`src/rtl/byte_seq_pkg.sv`:
```
// +----------------------------------------------------------------------------+
// | byte_seq_pkg : shared types and default constants for byte_seq_detector     |
// | Rev 1.0                                                                     |
// +----------------------------------------------------------------------------+
`default_nettype none

package byte_seq_pkg;

  typedef enum logic [0:0] {
    IDLE        = 1'b0,
    WAIT_SECOND = 1'b1
  } state_t;

  localparam logic [7:0] DEF_FIRST_BYTE  = 8'h98;
  localparam logic [7:0] DEF_SECOND_BYTE = 8'h67;
  localparam int         DEF_MAX_GAP     = 4;

  // Gap counter width; a single-cycle window still needs one bit.
  function automatic int gap_width(input int max_gap);
    return (max_gap > 1) ? $clog2(max_gap) : 1;
  endfunction

endpackage

`default_nettype wire

```
`src/rtl/sat_counter.sv`:
```
// +----------------------------------------------------------------------------+
// | sat_counter : saturating event counter with sticky overflow flag           |
// | Rev 1.0                                                                     |
// +----------------------------------------------------------------------------+
`default_nettype none

module sat_counter #(
  parameter int CNT_W = 8
) (
  input  logic             clk,
  input  logic             reset,
  input  logic             inc,
  input  logic             clr,
  output logic [CNT_W-1:0] count,
  output logic             overflow
);

  logic [CNT_W-1:0] r_count;
  logic             r_overflow;

  // clr takes precedence over a simultaneous increment.
  always_ff @(posedge clk or negedge reset) begin
    if (!reset) begin
      r_count    <= '0;
      r_overflow <= 1'b0;
    end else if (clr) begin
      r_count    <= '0;
      r_overflow <= 1'b0;
    end else if (inc) begin
      if (&r_count) begin
        r_overflow <= 1'b1;
      end else begin
        r_count <= r_count + CNT_W'(1);
      end
    end
  end

  assign count    = r_count;
  assign overflow = r_overflow;

endmodule

`default_nettype wire

```
`src/rtl/byte_seq_detector.sv`:
```
// +----------------------------------------------------------------------------+
// | byte_seq_detector : FIRST_BYTE then SECOND_BYTE within MAX_GAP cycles      |
// | Rev 1.0                                                                     |
// +----------------------------------------------------------------------------+
`default_nettype none

module byte_seq_detector
  import byte_seq_pkg::*;
#(
  parameter int                DATA_W      = 8,
  parameter logic [DATA_W-1:0] FIRST_BYTE  = DEF_FIRST_BYTE,
  parameter logic [DATA_W-1:0] SECOND_BYTE = DEF_SECOND_BYTE,
  parameter int                MAX_GAP     = DEF_MAX_GAP,
  parameter int                CNT_W       = 8
) (
  input  logic              clk,
  input  logic              reset,
  input  logic              in_valid,
  input  logic [DATA_W-1:0] in_data,
  input  logic              clear,
  output logic              match,
  output logic              armed,
  output logic [CNT_W-1:0]  match_count,
  output logic              overflow
);

  localparam int               c_gap_w    = gap_width(MAX_GAP);
  localparam logic [c_gap_w-1:0] c_gap_last = c_gap_w'(MAX_GAP - 1);

  generate
    if (FIRST_BYTE == SECOND_BYTE) begin : g_chk_bytes
      $error("byte_seq_detector: FIRST_BYTE must differ from SECOND_BYTE");
    end
    if (MAX_GAP < 1) begin : g_chk_gap
      $error("byte_seq_detector: MAX_GAP must be at least 1");
    end
  endgenerate

  state_t             r_state;
  logic [c_gap_w-1:0] r_gap;
  logic               r_match;

  logic w_first;
  logic w_second;
  logic w_accept;

  assign w_first  = in_valid && (in_data == FIRST_BYTE);
  assign w_second = in_valid && (in_data == SECOND_BYTE);
  assign w_accept = (r_state == WAIT_SECOND) && w_second;

  // A beat on the last window cycle is evaluated ahead of the timeout.
  always_ff @(posedge clk or negedge reset) begin
    if (!reset) begin
      r_state <= IDLE;
      r_gap   <= '0;
      r_match <= 1'b0;
    end else begin
      r_match <= 1'b0;
      case (r_state)
        IDLE: begin
          if (w_first) begin
            r_state <= WAIT_SECOND;
            r_gap   <= '0;
          end
        end
        WAIT_SECOND: begin
          if (w_second) begin
            r_state <= IDLE;
            r_match <= 1'b1;
          end else if (w_first) begin
            r_gap <= '0;
          end else if (in_valid) begin
            r_state <= IDLE;
          end else if (r_gap == c_gap_last) begin
            r_state <= IDLE;
          end else begin
            r_gap <= r_gap + c_gap_w'(1);
          end
        end
        default: begin
          r_state <= IDLE;
          r_gap   <= '0;
        end
      endcase
    end
  end

  assign match = r_match;
  assign armed = (r_state == WAIT_SECOND);

  sat_counter #(
    .CNT_W (CNT_W)
  ) u_match_cnt (
    .clk      (clk),
    .reset    (reset),
    .inc      (w_accept),
    .clr      (clear),
    .count    (match_count),
    .overflow (overflow)
  );

endmodule

`default_nettype wire

```
`config.mk`:
```
export PLATFORM = sky130hd
export DESIGN_NAME = byte_seq_detector
export DESIGN_NICKNAME = d
export VERILOG_FILES = /design/src/rtl/byte_seq_pkg.sv /design/src/rtl/sat_counter.sv /design/src/rtl/byte_seq_detector.sv
export SDC_FILE = /design/constraint.sdc
export NUM_CORES = 1
export LEC_CHECK = 0
export BUFFER_PORTS_ARGS = -buffer_cell sky130_fd_sc_hd__buf_2
export CAP_MARGIN = 20
export CORE_MARGIN = 2
export CORE_UTILIZATION = 40
export CTS_BUF_LIST = sky130_fd_sc_hd__clkbuf_4
export DETAILED_ROUTE_END_ITERATION = 10
export PLACE_DENSITY_LB_ADDON = 0.25
export SYNTH_ARGS = -nofsm -noshare
export SYNTH_HDL_FRONTEND = slang
export SYNTH_SLANG_ARGS = --single-unit
```
`constraint.sdc`:
```
create_clock -name clk -period 2.46 [get_ports clk]
set_clock_uncertainty 0.1 [all_clocks]
set_input_delay 0.246 -clock clk [delete_from_list [all_inputs] [get_ports clk]]
set_output_delay 0.246 -clock clk [all_outputs]
set_load 0.02 [all_outputs]
```
==> flow_metrics.env, run 1 <==
export IMPL_status="complete, no violations"
export IMPL_multiInputGateArea_um2=355.3
export IMPL_highest_layer="met4"
export IMPL_synth_top_area_cell="dfrtp_1"
export IMPL_p_leak_nw=0.4386
export IMPL_yosys_top_cells_area="dfrtp_1, nand2b_1, a21oi_1"
export IMPL_start_util_pct=41.41
export IMPL_ys_warn_count=0
export IMPL_p_int_w=0.0003062
export IMPL_worst_pin_slew_ps=388.2
export IMPL_seqPwrFrac_pct=55.8
export IMPL_rows=15
export IMPL_syn_nets=86
export IMPL_drt_wl_total_um=1579
export IMPL_first_pass_iters=4
export IMPL_critPathKind="register to register"
export IMPL_numCtsBuffers=3
export IMPL_async_reset_ff_share_pct=100.0
export IMPL_start_kind="register"
export IMPL_fin_nets=113
export IMPL_htreeDepth=1
export IMPL_grt_pass1_vias=597
export IMPL_drc=0
export IMPL_setup_tns_final_ps=0
export IMPL_clock_fmax_mhz=555.9
export IMPL_powerDensity_nw_per_um2=456.0
export IMPL_reg2reg_slack_ps=660
export IMPL_fillerInstances=170
export IMPL_drt_met1_wl_um=686
export IMPL_synth_most_common_cell="dfrtp_1"
export IMPL_avgSynthCellArea_um2=9.714
export IMPL_path_clk_slew_ps=80
export IMPL_ys_seq_elements=13
export IMPL_endpoint_kind="register"
export IMPL_vias=650
export IMPL_gp_congestion=0.7972
export IMPL_cts_resized=0
export IMPL_cts_tree="built"
export IMPL_arrival_ps=1900
export IMPL_synth_distinct_cells=29
export IMPL_cpMaxStageDelayCell="or4_4"
export IMPL_hold_violations=0
export IMPL_syn_instance_count=72
export IMPL_maxCapViolations=0
export IMPL_worstPathCellList="nand4b_1, or4_4, or4_1, a21oi_1"
export IMPL_drt_iter0_markers=16
export IMPL_synthFlopType="dfrtp_1"
export IMPL_grt_pass1_wl_um=2490
export IMPL_die_width_um=45.82
export IMPL_switching_share_pct=22.56
export IMPL_finalCritPeriodShare_pct=73.13
export IMPL_yosysSeqAreaShare_pct=46.51
export IMPL_portBuffers=22
export IMPL_area_sequential_um2=325.3
export IMPL_rr_startpoint="armed$_DFF_PN0_"
export IMPL_die_y_um=45.82
export IMPL_track_usage_pct=17.38
export IMPL_yosys_top_cells_count="dfrtp_1, a21oi_1, nand2b_1, nor2_1"
export IMPL_wl_per_cell_um=13.73
export IMPL_final_max_slew_violation_count=0
export IMPL_diodes=0
export IMPL_syn2layout_area_growth_pct=23.97
export IMPL_ir_worst_vdd_mv=0.1538
export IMPL_crit_fanout=6
export IMPL_layout_drive_gt1_share_pct=30.61
export IMPL_synth_edf_count=0
export IMPL_root_buffer="clkbuf_4"
export IMPL_relSlewSlack_pct=74.02
export IMPL_die_area_um2=2099
export IMPL_setup_viol_count_final=0
export IMPL_rsz0062_at_grt="false"
export IMPL_ios=23
export IMPL_clock_latency_ps=270
export IMPL_r2r_end="u_match_cnt.count[5]$_DFFE_PN0P_"
export IMPL_antenna_found_initial=0
export IMPL_worstHoldStart="clear"
export IMPL_min_period_ps=1799
export IMPL_wl_met3_um=107
export IMPL_endpoint="u_match_cnt.count[5]$_DFFE_PN0P_"
export IMPL_place_hpwl_um=1203
export IMPL_required_ps=2560
export IMPL_synth_top_area_share_pct=46.51
export IMPL_syn_cell_area_um2=699.4
export IMPL_switchingPower_w=0.00008921
export IMPL_viasPerCell=5.652
export IMPL_cp_slowest_stage_delay_ps=570
export IMPL_wl_met2_um=774
export IMPL_detail_route_antenna_nets=0
export IMPL_fin_util_pct=51.33
export IMPL_power_frac_comb_pct=7.7
export IMPL_max_clock_path_buffers=2
export IMPL_overflow=0
export IMPL_clkSinkCount=13
export IMPL_ff2ff_path_depth=4
export IMPL_hp_class="primary input to register"
export IMPL_grt_max_degree=14
export IMPL_pwr_share_clk_pct=36.5
export IMPL_coreArea_um2=1689
export IMPL_startpoint="armed$_DFF_PN0_"
## state kept, by name (all words and copies together), names as in the netlist
register / flops
armed: 1
match: 1
r_gap: 2
u_match_cnt.count: 8
u_match_cnt.overflow: 1
## worst max-delay path, delay by kind of cell, from the launching register on
kind               cells  cell delay [ps]
and+or+nand+nor        3             1110
AOI/OAI and AO/OA      1              150
DFF                    1              360
## area by class of cell
cell class              count  share of cell area [%]
inverters                   4                   1.732
multi-input cells          54                   40.98
well taps                  17                   2.453
flip-flops and latches     13                   37.52
clock buffers               4                   3.463
repair buffers             23                   13.85
## metrics by stage
step / instances / hold slack (ps) / worst slack [ps] / power [W] / instance area [um^2]
CTS: 115 / 161.4 / 654.5 / 0.0004004 / 867.1
global placement: 110 / 48.83 / 654.5 / 0.0002531 / 827.0
finish: 115 / 161.1 / 661.0 / 0.0003954 / 867.1
floorplan: 72 / -149.6 / 639.7 / 0.0002372 / 699.4
detailed placement: 110 / 53.65 / 602.4 / 0.0002551 / 827.0
global route: 115 / 182.1 / 553.4 / 0.0004174 / 867.1
## what timing repair did
action	in CTS	in global routing
endpoints found under the hold margin	13	0
hold buffers	1	0
setup buffers	0	0
## worst min path at each step
| stage | end | depth (start not counted) | slack [ps] |
|---|---|---|---|
| 3_3_place_gp | u_match_cnt.count[6]$_DFFE_PN0P_ | 1 | 50 |
| 5_1_grt | u_match_cnt.count[6]$_DFFE_PN0P_ | 2 | 180 |
| 3_5_place_dp | u_match_cnt.count[4]$_DFFE_PN0P_ | 1 | 50 |
| 4_1_cts | u_match_cnt.count[5]$_DFFE_PN0P_ | 2 | 160 |
| 2_1_floorplan | armed$_DFF_PN0_ | 0 | -150 |
| 6_report | u_match_cnt.count[5]$_DFFE_PN0P_ | 2 | 160 |
## power groups by stage
stage          Sequential (W)  Clock, W  Combinational (W)
2_1_floorplan        0.000224         0          0.0000129
3_3_place_gp         0.000224         0          0.0000288
3_5_place_dp         0.000225         0          0.0000300
4_1_cts              0.000221  0.000148          0.0000314
5_1_grt              0.000221  0.000161          0.0000355
6_report             0.000221  0.000144          0.0000305
## cell families after synthesis
kind of cell	after synthesis	synth area share (%)
compound gates	13	11.45
flops	13	46.51
mux	3	4.472
fa+ha+maj	2	3.577
simple gates	36	31.31
buf+inv	5	2.682
## cells in the final DEF, fill, tap and decap left out, types with 2 or more instances in the layout
cell type and count:
buf_2 22, nand2_1 4, nor2_1 5, dfrtp_1 13, mux2i_1 2, clkbuf_4 4, nand4_1 3, or3_1 4
nand2b_1 5, nand4b_1 2, o31ai_1 2, a21oi_1 6, nand3_1 4, inv_1 4, ha_1 2
## routing by layer
layer | GRT usage, % | vias to the layer above
li1 | - | 319
met4 | 9.143 | 0
met2 | 29.86 | 25
met3 | 4.762 | 2
met5 | 0 | -
met1 | 19.35 | 304
(Power assumes the default switching activity.)
==> inputs of run 2 (changes only) <==
- clock period: 2.46 -> 1.8 ns (I/O delays scaled with it)
==> flow_metrics.env, run 2 (synthesis results as in run 1) <==
export IMPL_wl_per_cell_um=13.13
export IMPL_clkSinkCount=13
export IMPL_min_period_ps=1762
export IMPL_diodes=0
export IMPL_start_kind="register"
export IMPL_multiInputGateArea_um2=360.3
export IMPL_area_sequential_um2=326.6
export IMPL_die_width_um=45.82
export IMPL_syn2layout_area_growth_pct=31.31
export IMPL_coreArea_um2=1689
export IMPL_required_ps=1910
export IMPL_start_util_pct=41.41
export IMPL_cts_tree="built"
export IMPL_rsz0062_at_grt="true"
export IMPL_reg2reg_slack_ps=40
export IMPL_powerDensity_nw_per_um2=590.0
export IMPL_crit_fanout=6
export IMPL_hold_violations=0
export IMPL_setup_viol_count_final=0
export IMPL_critPathKind="register to register"
export IMPL_finalCritPeriodShare_pct=97.87
export IMPL_layout_drive_gt1_share_pct=36.54
export IMPL_gp_congestion=0.7547
export IMPL_arrival_ps=1870
export IMPL_worst_pin_slew_ps=422.9
export IMPL_status="complete, no violations"
export IMPL_overflow=0
export IMPL_antenna_found_initial=0
export IMPL_met1_usage_pct=19.75
export IMPL_die_y_um=45.82
export IMPL_path_clk_slew_ps=90
export IMPL_clock_latency_ps=280
export IMPL_ir_worst_vdd_mv=0.3932
export IMPL_rows=15
export IMPL_pre_cts_slack_ps=32.71
export IMPL_grt_max_degree=14
export IMPL_layout_commonest_cell="buf_2"
export IMPL_ios=23
export IMPL_grt_met2_usage_pct=25.35
export IMPL_fin_nets=119
export IMPL_final_max_slew_violation_count=0
export IMPL_htreeDepth=1
export IMPL_layout_common_cells="buf_2, dfrtp_1, a21oi_1, buf_4"
export IMPL_die_area_um2=2099
export IMPL_top_usage_layer="met2"
export IMPL_numCtsBuffers=3
export IMPL_portBuffers=22
export IMPL_fillerInstances=161
export IMPL_fin_area_um2=918.4
export IMPL_clock_fmax_mhz=567.6
export IMPL_hp_class="primary input to register"
export IMPL_endpoint_kind="register"
export IMPL_grt_pass1_wl_um=2283
export IMPL_place_hpwl_um=1173
export IMPL_largest_reg_flops=8
export IMPL_first_pass_iters=4
export IMPL_setup_ws_ps=38.32
export IMPL_vias=654
export IMPL_relSlewSlack_pct=71.70
export IMPL_post_dp_cell_area_um2=858.3
export IMPL_grt_use_met3_pct=4.762
export IMPL_drt_iter0_markers=12
export IMPL_setup_tns_final_ps=0
export IMPL_p_leak_nw=0.4697
export IMPL_max_clock_path_buffers=2
export IMPL_drc=0
export IMPL_root_buffer="clkbuf_4"
export IMPL_drt_wl_total_um=1589
export IMPL_maxCapViolations=0
export IMPL_detail_route_antenna_nets=0
export IMPL_grt_pass1_vias=527
export IMPL_viasPerCell=5.405
export IMPL_track_usage_pct=16.12
==> run 2: cell count changes in the layout (fill, tap and decap cells not counted) <==
cell	change
dfrtp_1	-1
nand3_2	+1
buf_4	+6
dfrtp_2	+1
nand3_1	-1
==> run 2: report_power, final <==
group          internal (W)  switching [W]   total, W
sequential         0.000298     0.00000367   0.000301
combinational     0.0000199      0.0000219  0.0000418
clock              0.000101      0.0000980   0.000199
total              0.000418       0.000124   0.000542
==> run 2: worst paths after layout <==
check	startpoint	endpoint	cells after the start
max in group asynchronous	reset	armed$_DFF_PN0_	2
hold reg to reg	r_gap[0]$_DFFE_PN0P_	r_gap[0]$_DFFE_PN0P_	1
setup reg to reg	u_match_cnt.count[0]$_DFFE_PN0P_	u_match_cnt.count[5]$_DFFE_PN0P_	4
hold / removal	clear	u_match_cnt.count[7]$_DFFE_PN0P_	2
min in group asynchronous	reset	u_match_cnt.count[6]$_DFFE_PN0P_	2
setup / recovery	u_match_cnt.count[0]$_DFFE_PN0P_	u_match_cnt.count[5]$_DFFE_PN0P_	4
==> run 2: per-layer routing <==
metal  up-vias  share of wire [%]
met4         0               0.82
li1        332                  -
met5         -                  0
met2        23                 44
met3         2                6.5
met1       297                 49
==> run 2: area by class of cell <==
| cell class | count | share of cell area, % |
|---|---|---|
| Sequential cell | 13 | 35.56 |
| Multi-Input combinational cell | 54 | 39.24 |
| Clock buffer | 4 | 3.270 |
| Inverter | 4 | 1.635 |
| Tap cell | 17 | 2.316 |
| Timing Repair Buffer | 29 | 17.98 |
==> run 2: repair_timing <==
action | 4_1_cts | 5_1_grt
buffers inserted | 0 | 2
setup endpoints to repair | 0 | 1
hold endpoints to repair | 13 | 0
hold buffers | 1 | 0
resized for setup | 0 | 1
==> run 2: worst max-delay path, cell delays in order (launching register included) <==
cell and delay [ps]:
dfrtp_1 410, nand3_2 90, or4_4 550, or4_1 420, a21oi_1 130
==> run 2: metrics by stage <==
stage          utilization, %  cells  power (W)  hold slack (ps)
2_1_floorplan               -     72  0.0003242           -215.6
3_3_place_gp            50.81    114  0.0003458           -14.22
4_1_cts                 53.19    119  0.0005521            77.79
5_1_grt                 54.37    121  0.0005669            97.39
6_report                54.37    121  0.0005419            83.48
3_5_place_dp            50.81    114  0.0003484           -9.278
